File: config.mk
export PLATFORM = sky130hd
export DESIGN_NAME = muldiv_seq
export DESIGN_NICKNAME = d
export VERILOG_FILES = /design/src/rtl/muldiv_seq_pkg.sv /design/src/rtl/muldiv_seq_iter.sv /design/src/rtl/muldiv_seq.sv
export SDC_FILE = /design/constraint.sdc
export NUM_CORES = 1
export LEC_CHECK = 0
export BUFFER_PORTS_ARGS = -buffer_cell sky130_fd_sc_hd__buf_4
export CORE_ASPECT_RATIO = 0.6
export CORE_MARGIN = 3
export CORE_UTILIZATION = 45
export DETAILED_ROUTE_END_ITERATION = 12
export GPL_ROUTABILITY_DRIVEN = 0
export SLEW_MARGIN = 20
export SYNTH_ARGS = -nofsm -noshare
export SYNTH_HDL_FRONTEND = slang
export SYNTH_SLANG_ARGS = --single-unit
File: constraint.sdc
create_clock -name clk -period 4.9 [get_ports clk]
set_clock_uncertainty 0.15 [all_clocks]
set_input_delay 0.735 -clock clk [delete_from_list [all_inputs] [get_ports clk]]
set_output_delay 0.735 -clock clk [all_outputs]
set_load 0.02 [all_outputs]
File: src/rtl/muldiv_seq_pkg.sv
// Shared definitions for the iterative multiply/divide sequencer.
//   - ALUCtrl codes of the four operations that start the sequencer
//   - sequencer state encoding and iteration count
package muldiv_seq_pkg;

  // ALUCtrl codes (5-bit) that start an operation.
  localparam logic [4:0] AluMult  = 5'b11000;
  localparam logic [4:0] AluMultu = 5'b11001;
  localparam logic [4:0] AluDiv   = 5'b11010;
  localparam logic [4:0] AluDivu  = 5'b11011;

  // Iterations per operation; equals the operand width.
  localparam int unsigned Iter = 32;

  typedef enum logic [1:0] {
    StIdle = 2'd0,
    StRun  = 2'd1,
    StFin  = 2'd2
  } md_state_e;

endpackage

File: src/rtl/muldiv_seq_iter.sv
// One combinational iteration of the multiply/divide datapath.
// Ports:
//   is_div  - 1: restoring divide step, 0: shift-add multiply step
//   acc     - 64-bit accumulator; multiply: {partial, multiplier},
//             divide: {remainder, dividend/quotient}
//   opnd    - multiplicand (multiply) or divisor (divide)
//   acc_nxt - accumulator after this iteration
module muldiv_seq_iter #(
  parameter int unsigned XLEN = 32
) (
  input  logic              is_div,
  input  logic [2*XLEN-1:0] acc,
  input  logic [XLEN-1:0]   opnd,
  output logic [2*XLEN-1:0] acc_nxt
);

  logic [XLEN:0]   sum;
  logic [XLEN:0]   tmp;
  logic [XLEN-1:0] diff;
  logic            ge;

  always_comb begin
    // Multiply: add multiplicand to the upper half when the multiplier LSB is set, keep the
    // carry and shift the whole accumulator right.
    sum  = {1'b0, acc[2*XLEN-1:XLEN]} + (acc[0] ? {1'b0, opnd} : '0);
    // Divide: shift the next dividend bit into the remainder and try a subtraction.
    tmp  = {acc[2*XLEN-1:XLEN], acc[XLEN-1]};
    ge   = (tmp >= {1'b0, opnd});
    // The true difference is below the divisor, so the low bits are exact.
    diff = tmp[XLEN-1:0] - opnd;
    if (is_div) begin
      acc_nxt = {(ge ? diff : tmp[XLEN-1:0]), acc[XLEN-2:0], ge};
    end else begin
      acc_nxt = {sum, acc[XLEN-1:1]};
    end
  end

endmodule

File: src/rtl/muldiv_seq.sv
// Iterative multiply/divide sequencer with architectural HI/LO registers.
// Executes MULT/MULTU/DIV/DIVU in ITER+2 cycles, stalls dependent EX-stage instructions while
// busy and cancels a pending operation on flush.
// Ports:
//   clk, rst           - clock, asynchronous active-low reset
//   start_i, aluctrl_i - start request and operation code
//   src0_i, src1_i     - rs (multiplicand/dividend), rt (multiplier/divisor)
//   flush_i            - cancel pending operation, suppress all updates this cycle
//   mthi_i, mtlo_i     - write mt_data_i to HI/LO (idle only)
//   mf_req_i           - EX-stage instruction reads HI/LO
//   busy_o, stall_o    - operation in progress, pipeline freeze
//   done_o             - one-cycle pulse after HI/LO were written by an operation
//   hi_o, lo_o         - HI/LO registers
module muldiv_seq
  import muldiv_seq_pkg::*;
#(
  parameter int unsigned XLEN = 32,
  parameter int unsigned ITER = Iter
) (
  input  logic            clk,
  input  logic            rst,
  input  logic            start_i,
  input  logic [4:0]      aluctrl_i,
  input  logic [XLEN-1:0] src0_i,
  input  logic [XLEN-1:0] src1_i,
  input  logic            flush_i,
  input  logic            mthi_i,
  input  logic            mtlo_i,
  input  logic [XLEN-1:0] mt_data_i,
  input  logic            mf_req_i,
  output logic            busy_o,
  output logic            stall_o,
  output logic            done_o,
  output logic [XLEN-1:0] hi_o,
  output logic [XLEN-1:0] lo_o
);

  md_state_e         state_q, state_d;
  logic [5:0]        cnt_q, cnt_d;
  logic [2*XLEN-1:0] acc_q, acc_d, acc_step;
  logic [XLEN-1:0]   opnd_q, opnd_d;
  logic [XLEN-1:0]   hi_q, hi_d, lo_q, lo_d;
  logic              div_q, div_d, dz_q, dz_d, negq_q, negq_d, negr_q, negr_d;
  logic              done_q, done_d;

  logic              valid_op, is_div_op, is_sgn_op;
  logic [XLEN-1:0]   s0_abs, s1_abs, quo_fix, rem_fix;
  logic [2*XLEN-1:0] prod_fix;

  muldiv_seq_iter #(
    .XLEN(XLEN)
  ) u_iter (
    .is_div (div_q),
    .acc    (acc_q),
    .opnd   (opnd_q),
    .acc_nxt(acc_step)
  );

  always_comb begin
    valid_op  = start_i && (aluctrl_i inside {AluMult, AluMultu, AluDiv, AluDivu});
    is_div_op = (aluctrl_i == AluDiv) || (aluctrl_i == AluDivu);
    is_sgn_op = (aluctrl_i == AluMult) || (aluctrl_i == AluDiv);
    s0_abs    = (is_sgn_op && src0_i[XLEN-1]) ? -src0_i : src0_i;
    s1_abs    = (is_sgn_op && src1_i[XLEN-1]) ? -src1_i : src1_i;
    prod_fix  = negq_q ? -acc_q : acc_q;
    quo_fix   = negq_q ? -acc_q[XLEN-1:0] : acc_q[XLEN-1:0];
    rem_fix   = negr_q ? -acc_q[2*XLEN-1:XLEN] : acc_q[2*XLEN-1:XLEN];

    state_d = state_q;
    cnt_d   = cnt_q;
    acc_d   = acc_q;
    opnd_d  = opnd_q;
    hi_d    = hi_q;
    lo_d    = lo_q;
    div_d   = div_q;
    dz_d    = dz_q;
    negq_d  = negq_q;
    negr_d  = negr_q;
    done_d  = 1'b0;

    case (state_q)
      StIdle: begin
        if (valid_op) begin
          div_d  = is_div_op;
          negq_d = is_sgn_op && (src0_i[XLEN-1] ^ src1_i[XLEN-1]);
          negr_d = is_sgn_op && src0_i[XLEN-1];
          cnt_d  = '0;
          dz_d   = is_div_op && (src1_i == '0);
          if (is_div_op && (src1_i == '0)) begin
            // Keep the raw dividend; it becomes HI unchanged.
            acc_d   = {{XLEN{1'b0}}, src0_i};
            state_d = StFin;
          end else begin
            acc_d   = {{XLEN{1'b0}}, (is_div_op ? s0_abs : s1_abs)};
            opnd_d  = is_div_op ? s1_abs : s0_abs;
            state_d = StRun;
          end
        end else begin
          if (mthi_i) hi_d = mt_data_i;
          if (mtlo_i) lo_d = mt_data_i;
        end
      end
      StRun: begin
        acc_d = acc_step;
        cnt_d = cnt_q + 6'd1;
        if (cnt_q == 6'(ITER - 1)) state_d = StFin;
      end
      StFin: begin
        if (dz_q) begin
          hi_d = acc_q[XLEN-1:0];
          lo_d = '1;
        end else if (div_q) begin
          hi_d = rem_fix;
          lo_d = quo_fix;
        end else begin
          hi_d = prod_fix[2*XLEN-1:XLEN];
          lo_d = prod_fix[XLEN-1:0];
        end
        done_d  = 1'b1;
        state_d = StIdle;
      end
      default: state_d = StIdle;
    endcase

    // Flush overrides start, MT writes and completion.
    if (flush_i) begin
      state_d = StIdle;
      hi_d    = hi_q;
      lo_d    = lo_q;
      done_d  = 1'b0;
    end
  end

  always_ff @(posedge clk or negedge rst) begin
    if (!rst) begin
      state_q <= StIdle;
      cnt_q   <= '0;
      acc_q   <= '0;
      opnd_q  <= '0;
      hi_q    <= '0;
      lo_q    <= '0;
      div_q   <= 1'b0;
      dz_q    <= 1'b0;
      negq_q  <= 1'b0;
      negr_q  <= 1'b0;
      done_q  <= 1'b0;
    end else begin
      state_q <= state_d;
      cnt_q   <= cnt_d;
      acc_q   <= acc_d;
      opnd_q  <= opnd_d;
      hi_q    <= hi_d;
      lo_q    <= lo_d;
      div_q   <= div_d;
      dz_q    <= dz_d;
      negq_q  <= negq_d;
      negr_q  <= negr_d;
      done_q  <= done_d;
    end
  end

  assign busy_o  = (state_q != StIdle);
  assign stall_o = busy_o && (start_i || mf_req_i || mthi_i || mtlo_i);
  assign done_o  = done_q;
  assign hi_o    = hi_q;
  assign lo_o    = lo_q;

endmodule

After elaboration in Yosys (flattened, before gate mapping)
Cells that the tools add are included.
{ "op_classes": {"n_addsub": 8, "order_cmp": 1, "n_eq_ne": 13, "muxes": 32, "n_bitwise": 3, "reduce_logical": 23} }
{ "op_table": {"columns": ["operator", "count"], "rows": [
  ["two-way mux 32 bit", 17],
  ["two-way mux 64 bit", 3],
  ["negation 32 bit", 4],
  ["case mux 32 bit (2 select lines)", 2],
  ["case mux 64 bit (2 select lines)", 1],
  ["negation 64 bit", 1],
  ["adder 32 x 33 -> 33 bit", 1],
  ["greater-or-equal comparator 33 x 32 -> 1 bit", 1],
  ["logical NOT 32 bit", 1],
  ["subtractor 32 bit", 1],
  ["equality test 5 bit (second input constant)", 4],
  ["case mux 6 bit (2 select lines)", 1],
  ["two-way mux 2 bit", 4],
  ["!= test 2 bit (second input constant)", 4],
  ["AND reduction 4 bit", 2],
  ["adder 6 x 1 -> 6 bit (second input constant)", 1],
  ["equality test 6 x 5 -> 1 bit (second input constant)", 1],
  ["logical AND 1 bit", 6],
  ["two-way mux 6 bit", 1],
  ["!= test 3 bit (second input constant)", 2],
  ["AND reduction 2 bit", 3],
  ["nonzero test 2 bit", 3],
  ["logical OR 1 bit", 5],
  ["case mux 2 bit (2 select lines)", 1],
  ["8 further kinds", 10]
]} }
{ "word_totals": {"reg_bits": 173, "out_inout_bits": 67} }

Depth between registers and ports, before layout
{ "logic_depth": {"ltp_word": 8, "mapped_depth": 15, "ltp_nobuf": 13} }

By module
From an unflattened synthesis, not the netlist that was laid out.
{ "unflattened": {"hier_cells": 2041, "hier_area_um2": 16260.6} }
{ "by_module_without_submodules": {"columns": ["mod", "instances", "cells_each", "area_per_inst_um2"], "rows": [
  ["muldiv_seq", 1, 1370, 11562.3],
  ["muldiv_seq_iter", 1, 671, 4698.3]
]} }

Least setup slack after synthesis
OpenSTA, ideal clock, no wires.
{ "synth_timing": {"path_type": "input to register", "start": "in src1_i[15]", "end": "reg acc_q[12]", "arrival_time_ps": 3429, "required_ps": 4615, "slack_ps": 1186, "cell_stages": 10, "path_buffers": 3, "path_cell_list": "or4_1 -> or4_1 -> clkbuf_1 -> nor4_2 -> nand2_1 -> or4_1 -> clkbuf_1 -> clkbuf_1 -> a221oi_1 -> o22ai_1"} }
{ "synth_via": {"elab_chain_len": 5} }
{ "synth_lines": {"columns": ["element", "line", "text"], "rows": [
  ["from (decl)", "muldiv_seq.sv:25", "input logic [XLEN-1:0] src1_i,"],
  ["logical NOT 32 bit", "muldiv_seq.sv:89", "if (is_div_op && (src1_i == '0)) begin"],
  ["logical AND 1 bit", "muldiv_seq.sv:89", null],
  ["two-way mux 32 bit", "muldiv_seq.sv:89", null],
  ["two-way mux 64 bit", "muldiv_seq.sv:83", "if (valid_op) begin"],
  ["case mux 64 bit (2 select lines)", "muldiv_seq.sv:81", "case (state_q)"],
  ["to (signal assigned)", "muldiv_seq.sv:138", "acc_q <= '0;"],
  ["to (signal assigned)", "muldiv_seq.sv:150", "acc_q <= acc_d;"],
  ["to (decl)", "muldiv_seq.sv:40", "logic [2*XLEN-1:0] acc_q, acc_d, acc_step;"]
]} }
Every way passes these cells. The select of a mux whose other input is x is not followed.
A chain may end at the register's enable or synchronous reset.

Worst setup path after layout
{ "layout_timing": {"start": "reg acc_q[20]", "end": "reg hi_q[9] (netlist: hi_o[9])"} }
{ "layout_via": {"elab_chain_len": 5} }
{ "layout_lines": {"columns": ["element", "line", "text"], "rows": [
  ["negation 64 bit", "muldiv_seq.sv:65", "prod_fix = negq_q ? -acc_q : acc_q;"],
  ["two-way mux 64 bit", "muldiv_seq.sv:65", null],
  ["two-way mux 32 bit", "muldiv_seq.sv:112", "end else if (div_q) begin"],
  ["two-way mux 32 bit", "muldiv_seq.sv:109", "if (dz_q) begin"],
  ["case mux 32 bit (2 select lines)", "muldiv_seq.sv:81", null],
  ["to (signal assigned)", "muldiv_seq.sv:152", "hi_q <= hi_d;"],
  ["to (decl)", "muldiv_seq.sv:42", "logic [XLEN-1:0] hi_q, hi_d, lo_q, lo_d;"]
]} }
Every way passes these cells.

==> impl_metrics.py <==
metrics = {
    "timing": {
        "fmax_mhz": 217,
        "hold_slack_ps": 192,
        "relSlewSlack_pct": 16.9,
        "tightestPinTransition_ps": 1230,
        "hold_viol": 0,
        "rsz0062_at_grt": "false",
        "setup_tns_ps": 0,
        "setup_violations": 0,
        "fin_crit_ps": 4610,
        "finalMaxSlewViolations": 0,
        "layout_setup_ws_ps": 289,
        "fin_crit_sh_pct": 94.1,
    },
    "floorplanning": {
        "ios": 175,
        "die_y_um": 152,
        "core_area_um2": 34300,
        "initial_core_util_pct": 46.4,
        "die_w_um": 249,
        "rows": 52,
        "dieArea_um2": 37700,
    },
    "setup_path": {
        "cp_slowest_stage_delay_ps": 1030,
        "crit_path_start_kind": "register",
        "cp_cell_sequence": "nor4_1 -> or4b_2 -> or4_1 -> or3_4 -> o21ai_2 -> a21boi_2 -> nor2_1 -> xnor2_1 -> o21ai_0",
        "critical_path_required_ps": 5070,
        "crit_type": "register to register",
        "crit_arrival_ps": 4780,
        "critPathSlowestCell": "nor4_1",
        "worstPathMaxFanout": 7,
        "regToRegSetupSlack_ps": 290,
        "cp-end-kind": "register",
        "reg2reg_depth": 9,
    },
    "logic_synthesis": {
        "muxShareOfSynthArea_pct": 2.40,
        "yosysUniqueCellTypes": 86,
        "yosys.area_share.xor_xnor_pct": 9.42,
        "synth_edf_count": 0,
        "netlist_area_um2": 15900,
        "ys.flop_type": "dfrtp_1",
        "synth_top_family_by_area": "compound AO/OA/AOI/OAI gates",
        "synthCells": 2110,
        "ys_warn_count": 0,
        "synth-seq-area-share_pct": 27.2,
        "ys_ff_latch": 173,
        "synth_compound_area_share_pct": 28.9,
        "yosys.area_share.simple_pct": 20.8,
        "synthArstFlopShare_pct": 100,
        "avgSynthCellArea_um2": 7.54,
        "synth_fp_nets": 2289,
        "synth_fa_ha_area_share_pct": 5.68,
    },
    "cts": {
        "cts_root_buf": "clkbuf_16",
        "cts_hold_buf": 0,
        "clk_path_buf_depth": 2,
        "cts.clk_slew.worst_paths_ps": 80,
        "cts_resized": 0,
        "post-cts-setup-buffers": 0,
        "htree_levels": 4,
        "numCtsBuffers": 17,
        "clock_latency_ps": 470,
        "clock-sinks": 173,
        "cts_tree": "yes",
    },
    "hold_path": {
        "hold_class": "primary input to asynchronous set/reset pin",
    },
    "route": {
        "vias_per_cell": 6.37,
        "ant_nets": 0,
        "detail_route.iter0.violations": 2363,
        "vias": 17100,
        "drc": 0,
        "dr.pass1.iters": 6,
        "wl_per_cell_um": 23.3,
        "drt-total-wl_mm": 62.7,
    },
    "finish": {
        "drive_gt1_share_pct": 14.0,
        "finalInstanceArea_um2": 18200,
        "nets": 2394,
        "antenna_cells": 0,
        "area_delta_synth_final_pct": 14.7,
    },
    "pwr": {
        "ir_drop_mv": 0.303,
        "power.leakage_nw": 7.78,
        "p_total_mw": 8.31,
        "p_per_area_nw_per_um2": 456,
    },
    "global_route": {
        "grtUsageTotal_pct": 32.5,
        "grt_overflow": 0,
        "grt_pass1_wl_mm": 94.7,
        "grt_start_max_net_pins": 90,
        "antenna_found_initial": 0,
        "grt_pass1_vias": 15300,
    },
    "status": {
        "status": "finished clean",
    },
    "place": {
        "place_area_um2": 17600,
        "post-place-ws_ps": 349,
        "port_buffers": 174,
        "place.detailed.hpwl_mm": 48.9,
    },
    "flow_run": {
        "drv_cap": 0,
    },
}
-- state kept, by name (all words and copies together) (netlist names) --
name     flops
acc_q       64
cnt_q        6
div_q        1
done_o       1
dz_q         1
hi_o        32
lo_o        32
negq_q       1
negr_q       1
opnd_q      32
state_q      2
-- layout by cell type (no fill, tap or decap), types with 5 or more instances in the layout --
| cell | instances |
|---|---|
| ha_1 | 69 |
| nand2_1 | 235 |
| o22ai_1 | 44 |
| xor2_1 | 68 |
| or4_1 | 15 |
| o221ai_1 | 26 |
| a211oi_1 | 35 |
| and2_1 | 13 |
| xnor2_1 | 103 |
| and3_1 | 28 |
| clkbuf_16 | 17 |
| o21a_1 | 8 |
| o31ai_1 | 39 |
| o41ai_1 | 11 |
| nand3_1 | 34 |
| a21oi_1 | 160 |
| mux2i_1 | 37 |
| inv_1 | 61 |
| dfrtp_1 | 172 |
| nor3_1 | 39 |
| buf_4 | 234 |
| nor2_1 | 207 |
| nor2b_1 | 13 |
| or3_1 | 23 |
| o2111ai_1 | 6 |
| nand2b_1 | 21 |
| o21ai_0 | 258 |
| a21o_1 | 28 |
| o211ai_1 | 35 |
| inv_8 | 5 |
| a221oi_1 | 16 |
| o31a_1 | 6 |
| nand3b_1 | 7 |
| o21bai_1 | 6 |
| or2_2 | 9 |
| nand4_1 | 9 |
| nor4_1 | 18 |
| a31oi_1 | 20 |
-- logic make-up after synthesis --
kind of cell               after synthesis
AOI/OAI and AO/OA                      742
xor gates and xnor gates               171
adders and majority gates               71
buffers and inverters                  211
DFF                                    173
muxes                                   38
and+or+nand+nor                        704
-- layout make-up --
class                           instances  area (µm²)
Fill cell                            3388       16000
Multi-Input combinational cell       1726       10700
Sequential cell                       173        4330
Timing Repair Buffer                  235        1770
Tap cell                              459         574
Clock buffer                           17         425
Inverter                               62         233
Clock inverter                         15         174
-- worst paths after layout --
| check | startpoint | end |
|---|---|---|
| setup / recovery | acc_q[20]$_DFFE_PN0P_ | hi_o[9]$_DFFE_PN0P_ |
| hold / removal | rst | acc_q[55]$_DFFE_PN0P_ |
| setup reg to reg | acc_q[20]$_DFFE_PN0P_ | hi_o[9]$_DFFE_PN0P_ |
| hold reg to reg | opnd_q[11]$_DFFE_PN0P_ | opnd_q[11]$_DFFE_PN0P_ |
| max in group asynchronous | rst | div_q$_DFFE_PN0P_ |
| min in group clk | flush_i | state_q[1]$_DFFE_PN0P_ |
-- report_power, final --
part,switching [mW],internal [mW]
registers,0.520,1.74
clock network,0.739,0.691
logic,2.85,1.77
-- synth_stat cells (all sizes together), types with 4 or more instances --
master / number / area share (%)
o21ai: 263 / 8.3
nand2: 238 / 5.6
nor2: 208 / 4.9
dfrtp: 173 / 27
a21oi: 160 / 5.0
clkbuf: 123 / 3.2
xnor2: 103 / 5.7
ha: 69 / 5.4
xor2: 68 / 3.7
inv: 61 / 1.4
o22ai: 44 / 1.7
o31ai: 40 / 1.9
nor3: 39 / 1.2
mux2i: 37 / 2.3
a211oi: 35 / 1.7
o211ai: 35 / 1.7
nand3: 34 / 1.1
a21o: 28 / 1.3
and3: 28 / 1.1
or3: 27 / 1.1
o221ai: 26 / 1.4
buf: 25 / 0.92
nand2b: 22 / 0.87
nor4: 21 / 0.94
a31oi: 20 / 0.79
or4: 18 / 0.89
a221oi: 16 / 0.88
nor2b: 15 / 0.59
and2: 13 / 0.51
o41ai: 11 / 0.61
nand4: 9 / 0.35
or2: 9 / 0.35
o21a: 8 / 0.38
nand3b: 7 / 0.33
o2111ai: 6 / 0.33
o21bai: 6 / 0.28
o31a: 6 / 0.33
a22o: 4 / 0.22
a41o: 4 / 0.25
o311a: 4 / 0.25
-- routing by layer --
layer / global-route usage, % / routed length (µm) / up-vias / part of all wire [%]
li1: - / - / 7890 / -
met1: 51.5 / 30100 / 8208 / 48
met2: 42.6 / 23700 / 962 / 38
met3: 8.84 / 7950 / 51 / 13
met4: 6.35 / 971 / 0 / 1.5
met5: 0 / 0 / - / 0
-- per-stage QoR --
step,instances,utilization (%)
6_report,2687,53.2
5_1_grt,2687,53.2
4_1_cts,2687,53.2
3_5_place_dp,2655,51.4
3_3_place_gp,2655,51.4
2_1_floorplan,2110,-
-- critical path: cells and delay by family, from the launching register on --
kind | cells | cell delay, ps
DFF | 1 | 400
and+or+nand+nor | 5 | 3090
AOI/OAI and AO/OA | 3 | 500
xor gates and xnor gates | 1 | 340
No activity file was read; power rests on OpenSTA's default activity.
